[src/rtl/ram_pkg.sv]
// Shared types and constants for the RAM read streamer.
package ram_pkg;

   typedef enum logic [1:0] {
      IDLE  = 2'd0,
      READ  = 2'd1,
      DRAIN = 2'd2
   } state_t;

   localparam int STREAM_BUF_DEPTH = 2;
   localparam int READ_LATENCY     = 1;

endpackage

[src/rtl/stream_skid_fifo.sv]
// Two-entry output buffer; head entry drives the stream directly from a register.
module stream_skid_fifo #(
   parameter int Width = 8
) (
   input  logic             clk,
   input  logic             rst,
   input  logic             push_i,
   input  logic [Width-1:0] data_i,
   input  logic             pop_i,
   output logic [1:0]       count_o,
   output logic [Width-1:0] head_o,
   output logic             valid_o
);

   logic [Width-1:0] head_q, head_d;
   logic [Width-1:0] tail_q, tail_d;
   logic [1:0]       count_q, count_d;
   logic             pop_eff;

   // A pop against an empty buffer has nothing to remove and is ignored.
   assign pop_eff = pop_i && (count_q != 2'd0);

   always_comb begin
      head_d  = head_q;
      tail_d  = tail_q;
      count_d = count_q;
      unique case ({push_i, pop_eff})
         2'b10: begin
            if (count_q == 2'd0) begin
               head_d  = data_i;
               count_d = 2'd1;
            end else if (count_q == 2'd1) begin
               tail_d  = data_i;
               count_d = 2'd2;
            end
         end
         2'b01: begin
            head_d  = tail_q;
            count_d = count_q - 2'd1;
         end
         2'b11: begin
            if (count_q == 2'd1) begin
               head_d = data_i;
            end else begin
               head_d = tail_q;
               tail_d = data_i;
            end
         end
         default: begin
         end
      endcase
   end

   always_ff @(posedge clk) begin
      if (rst) begin
         head_q  <= '0;
         tail_q  <= '0;
         count_q <= 2'd0;
      end else begin
         head_q  <= head_d;
         tail_q  <= tail_d;
         count_q <= count_d;
      end
   end

   assign count_o = count_q;
   assign head_o  = head_q;
   assign valid_o = (count_q != 2'd0);

endmodule

[src/rtl/ram_read_streamer.sv]
// Walks a RAM address range and streams the words out over valid/ready,
// absorbing the one-cycle registered read latency.
module ram_read_streamer
   import ram_pkg::*;
#(
   parameter int Width = 8,
   parameter int Depth = 16,
   localparam int AW   = $clog2(Depth)
) (
   input  logic             clk,
   input  logic             rst,
   input  logic             start,
   input  logic [AW-1:0]    startAddr,
   input  logic [AW:0]      len,
   output logic             busy,
   output logic             done,
   output logic [AW-1:0]    rdAddr,
   input  logic [Width-1:0] rdData,
   output logic             outValid,
   output logic [Width-1:0] outData,
   input  logic             outReady
);

   localparam logic [AW-1:0] LAST_ADDR = AW'(Depth - 1);

   state_t        state_q, state_d;
   logic [AW-1:0] addr_q, addr_d;
   logic [AW:0]   remain_q, remain_d;
   logic [AW:0]   words_q, words_d;
   logic          inflight_q, inflight_d;
   logic          done_q, done_d;

   logic          accept, issue, pop, last_issue, last_pop;
   logic [1:0]    buf_count;
   logic [2:0]    occupancy;

   assign accept     = (state_q == IDLE) && start;
   assign pop        = outValid && outReady;
   assign last_issue = issue && (remain_q == (AW+1)'(1));
   assign last_pop   = pop && (words_q == (AW+1)'(1));

   // Entries committed after this cycle: buffered + arriving - leaving.
   assign occupancy  = {1'b0, buf_count} + {2'b00, inflight_q} - {2'b00, pop};

   always_ff @(posedge clk) begin
      if (rst) state_q <= IDLE;
      else     state_q <= state_d;
   end

   always_comb begin
      state_d = state_q;
      unique case (state_q)
         IDLE: begin
            if (start && (len != '0)) state_d = READ;
         end
         READ: begin
            if (last_issue) state_d = last_pop ? IDLE : DRAIN;
         end
         DRAIN: begin
            if (last_pop) state_d = IDLE;
         end
         default: state_d = IDLE;
      endcase
   end

   always_comb begin
      busy   = (state_q != IDLE);
      issue  = (state_q == READ) && (occupancy < 3'(STREAM_BUF_DEPTH));
      done_d = ((state_q != IDLE) && (state_d == IDLE)) || (accept && (len == '0));
   end

   // Address, remaining-issue and remaining-word counters.
   always_comb begin
      addr_d     = addr_q;
      remain_d   = remain_q;
      words_d    = words_q;
      inflight_d = issue;
      if (accept) begin
         addr_d   = startAddr;
         remain_d = len;
         words_d  = len;
      end else begin
         if (issue) begin
            remain_d = remain_q - (AW+1)'(1);
            // The final issue leaves rdAddr parked on the last address read.
            if (!last_issue) addr_d = (addr_q == LAST_ADDR) ? '0 : addr_q + AW'(1);
         end
         if (pop) words_d = words_q - (AW+1)'(1);
      end
   end

   always_ff @(posedge clk) begin
      if (rst) begin
         addr_q     <= '0;
         remain_q   <= '0;
         words_q    <= '0;
         inflight_q <= 1'b0;
         done_q     <= 1'b0;
      end else begin
         addr_q     <= addr_d;
         remain_q   <= remain_d;
         words_q    <= words_d;
         inflight_q <= inflight_d;
         done_q     <= done_d;
      end
   end

   stream_skid_fifo #(
      .Width (Width)
   ) u_fifo (
      .clk     (clk),
      .rst     (rst),
      .push_i  (inflight_q),
      .data_i  (rdData),
      .pop_i   (pop),
      .count_o (buf_count),
      .head_o  (outData),
      .valid_o (outValid)
   );

   assign rdAddr = addr_q;
   assign done   = done_q;

endmodule

[config.mk]
export PLATFORM = sky130hd
export DESIGN_NAME = ram_read_streamer
export DESIGN_NICKNAME = d
export VERILOG_FILES = /design/src/rtl/ram_pkg.sv /design/src/rtl/stream_skid_fifo.sv /design/src/rtl/ram_read_streamer.sv
export SDC_FILE = /design/constraint.sdc
export NUM_CORES = 1
export LEC_CHECK = 0
export ABC_CLOCK_PERIOD_IN_PS = 3680
export CAP_MARGIN = 20
export CORE_AREA = 2 2 81 60
export DETAILED_ROUTE_END_ITERATION = 12
export DIE_AREA = 0 0 83 62
export HOLD_SLACK_MARGIN = 0.08
export MAX_ROUTING_LAYER = met4
export PLACE_DENSITY = 0.77
export SYNTH_ARGS = -nofsm -noshare
export SYNTH_HDL_FRONTEND = slang
export SYNTH_SLANG_ARGS = --single-unit
export TNS_END_PERCENT = 100
[constraint.sdc]
create_clock -name clk -period 3.68 [get_ports clk]
set_clock_uncertainty 0.2 [all_clocks]
set_input_delay 0.552 -clock clk [delete_from_list [all_inputs] [get_ports clk]]
set_output_delay 0.552 -clock clk [all_outputs]
set_load 0.01 [all_outputs]
==> flow_metrics.tcl <==
set metrics [dict create \
    synth.avg_cell_area_um2 8.98 \
    cts-root-buf "clkbuf_8" \
    via_per_inst 5.31 \
    cts.sinks 36 \
    critPathCaptureType "flip-flop" \
    fin_nets 280 \
    outcome "finished, final reports clean" \
    synthSimpleGateAreaFrac_pct 19.3 \
    max_cap_violations 0 \
    post-dp-hpwl_mm 2.93 \
    period_share_pct 91.2 \
    worst-endpoint-required_ns 3.67 \
    routed_wl_mm 4.07 \
    cp.arrival_ns 3.34 \
    syn_nets 244 \
    drt_iter0_markers 121 \
    final_common_cell "dfxtp_1" \
    die_h_um 62 \
    final-seq-area_um2 721 \
    slew_violations 0 \
    rsz0062_at_grt "false" \
    pwr_density_cell_nw_per_um2 676 \
    relSlewSlack_pct 43.5 \
    port_buffers 35 \
    clock_latency_ns 0.29 \
    path_cells "inv_1 > ha_1 > nand2b_1 > inv_1 > ha_1 > nand2b_1 > fa_1 > and3b_1 > nand3_2 > a311o_1 > a311oi_2" \
    area_growth_pct 26.8 \
    drcViolationCount 0 \
    worstMarginPinSlew_ns 0.844 \
    crit_type "reg2reg" \
    gr-total-overflow 0 \
    hold_class "reg2reg" \
    synthAdderAreaFrac_pct 8.32 \
    peakVddDrop_mv 0.316 \
    drtAntennaViolNets 0 \
    antennaDiodeCount 0 \
    hold_violations 0 \
    cp_num_buf_inv 2 \
    grt_max_degree 23 \
    cts-resized-gates 0 \
    grt_pass1_vias 1445 \
    wl_per_cell_um 13.4 \
    die-width_um 83 \
    drtPass1Iterations 4 \
    leakage_nw 0.887 \
    synth_top_family_by_area "compound AO/OA/AOI/OAI gates" \
    cts_max_level 2 \
    std_cell_rows 21 \
    grt_antenna_before_repair 0 \
    final_cell_mix "dfxtp_1, clkdlybuf4s50_1, nor2_1" \
    grt_first_pass_wirelength_mm 6.86 \
    drive_above_1_share_pct 8.06 \
    synth-seq-area-share_pct 38.0 \
    grtUsageMet3_pct 3.57 \
    numCtsBuffers 5 \
    cts_buffer_depth 2 \
    fillCellCount 394 \
    core_um2 4490 \
    synth_mux_area_share_pct 5.28 \
    die_area_um2 5150 \
    synth-xor-area-share_pct 3.76 \
    boundaryPins 36 \
    synth_compound_area_share_pct 20.2 \
    cp_top_family "adder cells" \
    use_met1_pct 23.3 \
    dr_total_vias 1619 \
    multi_input_area_um2 1080 \
    postCtsHoldBufs 0 \
    routabilityCongestion 0.880 \
    synth_area_um2 1900 \
    synthCells 211 \
    post_cts_buffers 0 \
    top_usage_layer "met2" \
    critPathMaxFanout 7 \
    period_minus_slack_ns 3.36 \
    grt_usage_pct 17.3 \
    ys_warn_count 0 \
    slowest_stage "dfxtp_1" \
    cp-start-kind "flip-flop" \
    start_util_pct 42.2 \
    p_total_mw 1.63 \
    setup_viol_count_final 0 \
    clkTransAtPathRegs_ns 0.08 \
    slowest_delay_ns 0.50 \
    fmaxAchievable_mhz 298 \
    cts_tree "done" \
    timing.setup.tns_ns 0 \
    grtUsageMet2_pct 26.3 \
    ys_seq_elements 36 \
    yosysUniqueCellTypes 50 \
]
## sequential cells by signal (all words and copies together) (netlist names)
| name | flops |
|---|---|
| inflight_q | 1 |
| remain_q | 5 |
| u_fifo.tail_q | 8 |
| u_fifo.head_o | 8 |
| done | 1 |
| state_q | 2 |
| rdAddr | 4 |
| words_q | 5 |
| u_fifo.count_o | 2 |
## stage by stage
step,util [%],hold WS (ns),area [um2],cells,setup slack [ns]
6_report,53.5,0.271,2400,305,0.323
5_1_grt,53.5,0.314,2400,305,0.129
4_1_cts,53.5,0.275,2400,305,0.314
3_5_place_dp,51.1,0.265,2300,297,0.198
3_3_place_gp,51.1,0.259,2300,297,0.274
2_1_floorplan,-,0.241,1900,211,0.475
## report_power, final
part / internal (mW) / switching [mW]
clock: 0.201 / 0.141
combinational: 0.358 / 0.368
sequential: 0.484 / 0.0748
total: 1.04 / 0.583
## synthesized netlist by cell type, drive strengths merged
| cell | instances | area share (%) |
|---|---|---|
| mux2i | 10 | 5.3 |
| or3b | 1 | 0.46 |
| a2bb2oi | 1 | 0.46 |
| a21oi | 10 | 2.6 |
| nand2 | 16 | 3.2 |
| a21boi | 1 | 0.40 |
| nand3 | 3 | 1.1 |
| and3b | 2 | 0.92 |
| clkbuf | 5 | 0.99 |
| a311o | 1 | 0.53 |
| o21ai | 5 | 1.5 |
| o211ai | 2 | 0.79 |
| nand4 | 2 | 0.66 |
| nor3b | 1 | 0.66 |
| or2 | 1 | 0.33 |
| a31o | 1 | 0.46 |
| a22oi | 10 | 4.0 |
| a31oi | 3 | 0.99 |
| o311ai | 1 | 0.46 |
| a211oi | 12 | 4.8 |
| ha | 11 | 7.3 |
| nand3b | 2 | 0.79 |
| nor2 | 29 | 5.7 |
| a311oi | 2 | 1.3 |
| nand2b | 6 | 2.0 |
| buf | 5 | 1.7 |
| and2 | 1 | 0.33 |
| or4 | 2 | 0.79 |
| inv | 12 | 2.4 |
| or3 | 2 | 0.66 |
| fa | 1 | 1.1 |
| dfxtp | 36 | 38 |
| nor4 | 1 | 0.33 |
| nor3 | 1 | 0.26 |
| nor4b | 1 | 0.46 |
| a2111oi | 1 | 0.79 |
| or4b | 1 | 0.73 |
| xnor2 | 4 | 2.8 |
| o31a | 1 | 0.46 |
| xor2 | 2 | 0.92 |
| o22ai | 1 | 0.33 |
| o21a | 1 | 0.40 |
## tightest hold or removal path, cell delays in order (launching register included)
cell,delay (ns)
dfxtp_1,0.32
nand2_1,0.06
a21oi_1,0.05
## cell type report
class / instances / share of cell area [%]
Clock inverter: 2 / 1.46
Tap cell: 57 / 2.97
Timing Repair Buffer: 39 / 15.8
Sequential cell: 36 / 30.0
Multi-Input combinational cell: 153 / 44.9
Clock buffer: 6 / 3.02
Inverter: 12 / 1.87
## final timing paths
kind	start	slack, ns	cells after the start	endpoint
worst max-delay path	u_fifo.count_o[1]	0.32	11	rdAddr[0]
worst min-delay path	remain_q[1]	0.27	2	remain_q[1]
worst max register to register	u_fifo.count_o[1]	0.32	11	rdAddr[0]
worst min register to register	remain_q[1]	0.27	2	remain_q[1]
## routing by layer
layer | up-vias | routed length, um | share of wire (%)
li1 | 833 | - | -
met1 | 737 | 2070 | 51
met2 | 43 | 1760 | 43
met3 | 6 | 183 | 4.5
met4 | 0 | 59 | 1.4
met5 | - | 0 | 0
## kinds of logic (layout without fill, tap and decap cells)
family | count (synthesis) | count (layout)
AOI/OAI and AO/OA | 53 | 53
xor gates and xnor gates | 6 | 6
adders and majority gates | 12 | 12
buffers and inverters | 22 | 59
DFF | 36 | 36
muxes | 10 | 10
and+or+nand+nor | 72 | 72
No activity file was read; power rests on OpenSTA's default activity.
